--- config.mk ---
export PLATFORM = sky130hd
export DESIGN_NAME = calc_seq_alu
export DESIGN_NICKNAME = d
export VERILOG_FILES = /design/src/rtl/calc_pkg.sv /design/src/rtl/calc_iter_core.sv /design/src/rtl/calc_seq_alu.sv
export SDC_FILE = /design/constraint.sdc
export NUM_CORES = 1
export LEC_CHECK = 0
export CAP_MARGIN = 15
export CELL_PAD_IN_SITES_DETAIL_PLACEMENT = 1
export CELL_PAD_IN_SITES_GLOBAL_PLACEMENT = 1
export CORE_MARGIN = 2
export CORE_UTILIZATION = 45
export CTS_CLUSTER_SIZE = 8
export DETAILED_ROUTE_END_ITERATION = 8
export PLACE_DENSITY_LB_ADDON = 0.12
export SLEW_MARGIN = 20
export SYNTH_ARGS = -nofsm -noshare
export SYNTH_HDL_FRONTEND = slang
export SYNTH_SLANG_ARGS = --single-unit
--- constraint.sdc ---
create_clock -name clk -period 2.85 [get_ports clk]
set_input_delay 0.57 -clock clk [delete_from_list [all_inputs] [get_ports clk]]
set_output_delay 0.57 -clock clk [all_outputs]
set_load 0.03 [all_outputs]
--- src/rtl/calc_pkg.sv ---
// calc_pkg: shared definitions for the calculator arithmetic stage and the
// overflow/decimal-point display logic downstream of it.
//   - op-code constants (add, subtract, multiply, divide)
//   - state encoding of the arithmetic stage FSM
//   - default largest value the decimal display can show
//   - helper deciding whether an operation takes the W-cycle iterative path
package calc_pkg;

    typedef logic [1:0] op_t;

    localparam op_t OP_ADD = 2'b00;
    localparam op_t OP_SUB = 2'b01;
    localparam op_t OP_MUL = 2'b10;
    localparam op_t OP_DIV = 2'b11;

    localparam logic [1:0] ST_IDLE = 2'd0;
    localparam logic [1:0] ST_CALC = 2'd1;
    localparam logic [1:0] ST_DONE = 2'd2;

    localparam int DISP_MAX_DEFAULT = 9999;

    // Multiply and divide by a non-zero divisor iterate; everything else
    // finishes in a single CALC cycle.
    function automatic logic is_iterative(input op_t op, input logic divisor_zero);
        return (op == OP_MUL) || ((op == OP_DIV) && !divisor_zero);
    endfunction

endpackage

--- src/rtl/calc_iter_core.sv ---
// calc_iter_core: shared shift register and adder/subtractor for the
// shift-add multiplier and the restoring divider.
//   Registers: hi (partial product high half / partial remainder),
//              lo (multiplier shifting out / dividend shifting out, quotient
//              shifting in), opnd (multiplicand / divisor).
// Ports:
//   clk, reset_n  clock, asynchronous active-low reset
//   load          load operands (hi cleared); takes priority over step
//   step          perform one iteration
//   div_mode      1 = restoring divide, 0 = shift-add multiply
//   a, b          operands: multiply loads lo=b, opnd=a; divide lo=a, opnd=b
//   next_val      {hi, lo} as they will be after the current iteration;
//                 after the last multiply step it is the product, after the
//                 last divide step it is {remainder, quotient}
module calc_iter_core #(
    parameter int W = 8
) (
    input  logic           clk,
    input  logic           reset_n,
    input  logic           load,
    input  logic           step,
    input  logic           div_mode,
    input  logic [W-1:0]   a,
    input  logic [W-1:0]   b,
    output logic [2*W-1:0] next_val
);

    logic [W-1:0] hi;
    logic [W-1:0] lo;
    logic [W-1:0] opnd;

    logic [W:0]   mul_sum;
    logic [W:0]   shifted;
    logic [W-1:0] trial;
    logic         fits;
    logic [W-1:0] hi_next;
    logic [W-1:0] lo_next;

    always_comb begin
        mul_sum = {1'b0, hi} + (lo[0] ? {1'b0, opnd} : '0);
        // Divide: shift the next dividend bit into the partial remainder and
        // try subtracting the divisor. When it fits, the true difference is
        // below the divisor, so the low W bits of the subtraction are exact.
        shifted = {hi, lo[W-1]};
        fits    = (shifted >= {1'b0, opnd});
        trial   = shifted[W-1:0] - opnd;
        if (div_mode) begin
            hi_next = fits ? trial : shifted[W-1:0];
            lo_next = {lo[W-2:0], fits};
        end else begin
            // Carry of the add becomes the top bit after the right shift.
            hi_next = mul_sum[W:1];
            lo_next = {mul_sum[0], lo[W-1:1]};
        end
        next_val = {hi_next, lo_next};
    end

    always_ff @(posedge clk or negedge reset_n) begin
        if (!reset_n) begin
            hi   <= '0;
            lo   <= '0;
            opnd <= '0;
        end else if (load) begin
            hi   <= '0;
            lo   <= div_mode ? a : b;
            opnd <= div_mode ? b : a;
        end else if (step) begin
            hi <= hi_next;
            lo <= lo_next;
        end
    end

endmodule

--- src/rtl/calc_seq_alu.sv ---
// calc_seq_alu: multi-cycle arithmetic stage of the four-function calculator.
// Add/subtract/divide-by-zero finish one cycle after accept; multiply
// (shift-add) and divide (restoring) iterate W cycles in calc_iter_core.
// Optional feature macro: CALC_REM_EN adds the remainder output.
// Handshake: start is accepted on any edge where the stage is not busy
// (IDLE or DONE); busy is high while in CALC; done is a one-cycle pulse in
// DONE when result and flags become valid; they hold until the next accept,
// which clears them.
// Ports:
//   clk, reset_n   clock, asynchronous active-low reset
//   start          operation request
//   select         op code (OP_ADD/OP_SUB/OP_MUL/OP_DIV), latched at accept
//   a, b           operands, latched at accept
//   busy, done     handshake status
//   result         sum, |difference|, product or quotient, zero-extended
//   neg            subtract: a < b
//   product_ofl    multiply: product > DISP_MAX
//   quotient_ofl   divide: b == 0
//   remainder      (CALC_REM_EN only) a % b on divide, a when b == 0
//   state          FSM state for observation (ST_IDLE/ST_CALC/ST_DONE)
module calc_seq_alu
    import calc_pkg::*;
#(
    parameter int W        = 8,
    parameter int DISP_MAX = DISP_MAX_DEFAULT
) (
    input  logic           clk,
    input  logic           reset_n,
    input  logic           start,
    input  logic [1:0]     select,
    input  logic [W-1:0]   a,
    input  logic [W-1:0]   b,
    output logic           busy,
    output logic           done,
    output logic [2*W-1:0] result,
    output logic           neg,
    output logic           product_ofl,
    output logic           quotient_ofl,
`ifdef CALC_REM_EN
    output logic [W-1:0]   remainder,
`endif
    output logic [1:0]     state
);

    localparam int             CW         = $clog2(W);
    localparam logic [CW-1:0]  CNT_LAST   = CW'(W - 1);
    localparam logic [2*W-1:0] DISP_LIMIT = (2*W)'(DISP_MAX);

    logic [CW-1:0]  cnt;
    op_t            op_q;
    logic [W-1:0]   a_q;
    logic [W-1:0]   b_q;
    logic           accept;
    logic           iterative;
    logic           core_div;
    logic [2*W-1:0] core_next;
    logic [W:0]     add_sum;
    logic [W-1:0]   sub_mag;

    assign accept    = start && (state != ST_CALC);
    assign iterative = is_iterative(op_q, (b_q == '0));
    assign busy      = (state == ST_CALC);
    assign done      = (state == ST_DONE);
    assign add_sum   = {1'b0, a_q} + {1'b0, b_q};
    assign sub_mag   = (a_q < b_q) ? (b_q - a_q) : (a_q - b_q);
    // On the accept edge the core loads from the live inputs, so its mode
    // must follow the incoming select rather than the latched one.
    assign core_div  = accept ? (select == OP_DIV) : (op_q == OP_DIV);

    calc_iter_core #(.W(W)) u_core (
        .clk      (clk),
        .reset_n  (reset_n),
        .load     (accept),
        .step     ((state == ST_CALC) && iterative),
        .div_mode (core_div),
        .a        (a),
        .b        (b),
        .next_val (core_next)
    );

    always_ff @(posedge clk or negedge reset_n) begin
        if (!reset_n) begin
            state        <= ST_IDLE;
            cnt          <= '0;
            op_q         <= OP_ADD;
            a_q          <= '0;
            b_q          <= '0;
            result       <= '0;
            neg          <= 1'b0;
            product_ofl  <= 1'b0;
            quotient_ofl <= 1'b0;
`ifdef CALC_REM_EN
            remainder    <= '0;
`endif
        end else if (accept) begin
            state        <= ST_CALC;
            cnt          <= '0;
            op_q         <= select;
            a_q          <= a;
            b_q          <= b;
            result       <= '0;
            neg          <= 1'b0;
            product_ofl  <= 1'b0;
            quotient_ofl <= 1'b0;
`ifdef CALC_REM_EN
            remainder    <= '0;
`endif
        end else begin
            case (state)
                ST_CALC: begin
                    if (!iterative) begin
                        case (op_q)
                            OP_ADD: result <= {{(W-1){1'b0}}, add_sum};
                            OP_SUB: begin
                                result <= {{W{1'b0}}, sub_mag};
                                neg    <= (a_q < b_q);
                            end
                            default: begin
                                // Divide by zero: quotient stays 0.
                                quotient_ofl <= 1'b1;
`ifdef CALC_REM_EN
                                remainder    <= a_q;
`endif
                            end
                        endcase
                        state <= ST_DONE;
                    end else if (cnt == CNT_LAST) begin
                        // Capture the core's post-step value on the last
                        // iteration edge so DONE shows the finished result.
                        if (op_q == OP_MUL) begin
                            result      <= core_next;
                            product_ofl <= (core_next > DISP_LIMIT);
                        end else begin
                            result <= {{W{1'b0}}, core_next[W-1:0]};
`ifdef CALC_REM_EN
                            remainder <= core_next[2*W-1:W];
`endif
                        end
                        state <= ST_DONE;
                    end else begin
                        cnt <= cnt + 1'b1;
                    end
                end
                ST_DONE: state <= ST_IDLE;
                default: state <= ST_IDLE;
            endcase
        end
    end

endmodule

==> metrics <==
Slew Viols, Final=0; diodes inserted=0; Crit Reg-Reg Endpoint=result[3]; period utilization=between 90% and 100%; horizontal die dimension=~110 um; Synthesized Nets=about 630; mean post-synth cell area=8.632 um2; most area-hungry cell type in the Yosys netlist=sky130_fd_sc_hd__dfrtp_1; EDFF count, synth=0; share of Yosys cell area claimed by the top area cell type=between 30% and 40%; crit path setup slack, layout=slightly below 0.08 ns; commonest cells after routing, fill and taps aside=sky130_fd_sc_hd__nand2_1, sky130_fd_sc_hd__dfrtp_1, sky130_fd_sc_hd__o21ai_0; P_leak=~2.7 nW; flop2flop setup slack=about 0.079 ns; Worst Setup Slack post-DPL=-0.1454 ns; TritonCTS clock tree=built; drc violations=0; portion of the post-synthesis area used by sequential elements=between 30% and 40%; slowest cell on the critical path=sky130_fd_sc_hd__dfrtp_1; ranking of synthesized cells by area=sky130_fd_sc_hd__dfrtp_1, sky130_fd_sc_hd__ha_1, sky130_fd_sc_hd__nand2_1; CTS H-Tree Depth=3; Clock Tree Root=sky130_fd_sc_hd__clkbuf_8; Rows=37; number of global-route vias before repair=4,975; clk_skew=0.009062 ns; flops & latches, synth=66; Max stage delay on crit path=0.40 ns; maximum clock path buffer count=2; total of endpoints with negative setup slack in the final report=0; peak supply drop=0.0006353 V; asr flop ratio synth=between 90% and 100%; critical setup path kind=reg2reg; worst path cell trace=inv_2, ha_4, inv_1, fa_2, a21oi_4, o211ai_4, o41ai_4, buf_6, mux2i_1, mux2i_1, a31oi_2, xnor2_1, o221ai_1; number of sinks on the clock net=66; net load switching power=between 0.003 and 0.004 W; Cells after DPL=745; CP dominant cell by count=sky130_fd_sc_hd__mux2i_1; result of the run=completed; global-route wire length before repair=25,660 um; effective utilization at floorplan=between 40 and 50%; Min-Delay Path Class=in2async; combinational cell fraction of total power=approximately two thirds; Port Buf Inserts=43; signal arrival time at the worst endpoint=3.00 ns; final weighted congestion of routability-driven global placement=0.9097; slew at the pin closest to its max-slew limit=between 0.8 and 0.9 ns; total count of hold-check failures in the final report=0; Max Clock Freq=between 0.3 and 0.4 GHz; leading cell type in the layout, fill and taps excluded=sky130_fd_sc_hd__nand2_1; layout-stage area growth over the synthesis result=21.36%; Gate Count Post-Synth=564; detail-routed via count per cell=approximately 6; internal power=a little over 0.004 W; IO Count=44; insertion delay to the later sink of the worst-skew pair=approximately 0.37 ns; detailed-routing iteration count for the pre-antenna-repair pass=5; main flop type after synthesis=sky130_fd_sc_hd__dfrtp_1; pin count of the biggest net entering global routing=between 40 and 50; data required time at the worst endpoint=3.07 ns; Fin Hold WS=0.1502 ns; total placed instance area=5573 um2; pwr dens=~1400 nW/um2; ANT nets after route=0; post-detailed-route wirelength per cell=about 21 um; number of cells in the finished layout apart from fillers=approximately 770; number of buffers created by CTS=9; capturing element type of the critical path=register; Final #Nets=approximately 700; max capacitance violation total=0; clock group share of total power=between 10% and 20%; overall power=0.008019 W; fraction of final layout cells sized beyond drive strength 1=a little over an eighth; number of warnings printed during yosys synthesis=0; r2r startpoint=a_q[0]; clock-pin slew of the registers on the worst-case setup and hold paths=approximately 0.08 ns; Yosys cell types=71; Routed WL=16,130 um; sequential group share of total power=a little over a fifth; Tmin final=about 2.8 ns; fin area=a little under 6000 um2; Total Die Area=between 10,000 and 15,000 um2; headroom to the max-slew limit=between 40 and 50%; number of vias after detailed routing=approximately 4.6k; Setup crit start kind=register; DRC marker count from the first detailed-route iteration=226; core box area=10,420 um2; number of buffers inserted for hold repair after clock tree synthesis=0; initial antenna violation count=0; fraction of power spent switching nets=between 40 and 50%; grt ovf=0; Max Fanout on Critical Path=4; combined area of all synthesized cells=roughly 4900 um2; global-route usage over all layers=28.98%; sum of net half-perimeters after detailed placement=roughly 12,000 um; cell depth of the worst flop-to-flop path=13; die height=around 110 um; total of fill cells in the finished design=1,232
through the flow:
step	TNS, ns	util, %
final	0	56.72
after global routing	-0.05419	56.72
after CTS	-0.005525	56.35
after detailed placement	-0.2281	53.50
after global placement	0	53.50
after floorplan	0	-
cell usage after synthesis (3+ instances only):
library cell / count
sky130_fd_sc_hd__a21o_1: 5
sky130_fd_sc_hd__nand2_1: 80
sky130_fd_sc_hd__fa_1: 5
sky130_fd_sc_hd__dfrtp_1: 66
sky130_fd_sc_hd__o211ai_1: 4
sky130_fd_sc_hd__o21ai_1: 3
sky130_fd_sc_hd__and2_1: 9
sky130_fd_sc_hd__clkbuf_1: 15
sky130_fd_sc_hd__a21boi_0: 3
sky130_fd_sc_hd__a21oi_1: 32
sky130_fd_sc_hd__ha_1: 41
sky130_fd_sc_hd__nor3_1: 10
sky130_fd_sc_hd__a31oi_1: 15
sky130_fd_sc_hd__o21ai_0: 55
sky130_fd_sc_hd__a211oi_1: 5
sky130_fd_sc_hd__nand3_1: 15
sky130_fd_sc_hd__mux2i_1: 20
sky130_fd_sc_hd__o31ai_1: 3
sky130_fd_sc_hd__buf_2: 5
sky130_fd_sc_hd__nor2b_1: 6
sky130_fd_sc_hd__nand2b_1: 6
sky130_fd_sc_hd__inv_1: 46
sky130_fd_sc_hd__o21a_1: 3
sky130_fd_sc_hd__o21bai_1: 4
sky130_fd_sc_hd__nor2_1: 38
sky130_fd_sc_hd__o221ai_1: 5
sky130_fd_sc_hd__xnor2_1: 7
sky130_fd_sc_hd__a222oi_1: 4
worst max-delay path: cells and delay by family, from the launching register on:
| kind | cells | cell delay (ns) |
|---|---|---|
| buffers and inverters | 3 | 0.29 |
| XOR/XNOR | 1 | 0.14 |
| multiplexers | 2 | 0.37 |
| AO/OA/AOI/OAI | 5 | 0.92 |
| flip-flops | 1 | 0.40 |
| adder cells (fa/ha/maj) | 2 | 0.51 |
repair_timing:
item | CTS | global route
cloned | 0 | 0
pin swaps | 11 | 5
setup endpoints to repair | 3 | 10
resized for setup | 8 | 8
setup buffers | 6 | 1
worst max-delay path by stage:
| stage | from | to | slack (ns) | cells after the start |
|---|---|---|---|---|
| 6_report | a_q[0] | result[3] | 0.08 | 13 |
| 5_1_grt | a_q[0] | result[3] | -0.05 | 13 |
| 4_1_cts | a_q[0] | result[5] | -0.004 | 14 |
| 3_5_place_dp | a_q[0] | result[2] | -0.15 | 13 |
| 3_3_place_gp | a_q[0] | result[2] | 0.09 | 13 |
| 2_1_floorplan | a_q[0] | result[3] | 0.22 | 13 |
state kept, by name (all words and copies together), names as in the netlist:
name	flops
result	16
a_q	8
b_q	8
u_core.hi	8
u_core.lo	8
u_core.opnd	8
cnt	3
op_q	2
state	2
neg	1
product_ofl	1
quotient_ofl	1
logic make-up after synthesis:
group                    share of synthesized area, %
AO/OA/AOI/OAI                                   23.67
flip-flops                                      33.92
adder cells (fa/ha/maj)                         12.59
AND/OR/NAND/NOR                                 17.53
XOR/XNOR                                        1.619
buffers and inverters                           6.091
multiplexers                                    4.575
cell type report:
type / instances / area [um2] / area share [%]
multi-input combinational: 426 / 2968 / 50.23
sequential: 66 / 1654 / 28.00
timing repair buffer: 77 / 713.2 / 12.07
inverter: 47 / 176.4 / 2.986
tap: 136 / 170.2 / 2.880
clock buffer: 10 / 137.6 / 2.330
clock inverter: 6 / 88.84 / 1.504
routing by layer:
layer / global-route usage (%) / routed length [um] / up-vias / share of wire [%]
met5: 0 / 0 / - / 0
met4: 14.38 / 706 / 0 / 4.4
met3: 5.184 / 715 / 64 / 4.4
met2: 52.34 / 8234 / 144 / 51
met1: 32.76 / 6476 / 2277 / 40
li1: - / - / 2113 / -
power by group through the flow:
stage | Combinational, W | Sequential [W] | Clock [W]
floorplan | 0.00335 | 0.00170 | 0
global placement | 0.00471 | 0.00169 | 0
detailed placement | 0.00492 | 0.00172 | 0
CTS | 0.00516 | 0.00170 | 0.000933
global route | 0.00582 | 0.00176 | 0.000982
finish | 0.00537 | 0.00172 | 0.000932
Note: power is estimated with default switching activity, not from simulation.
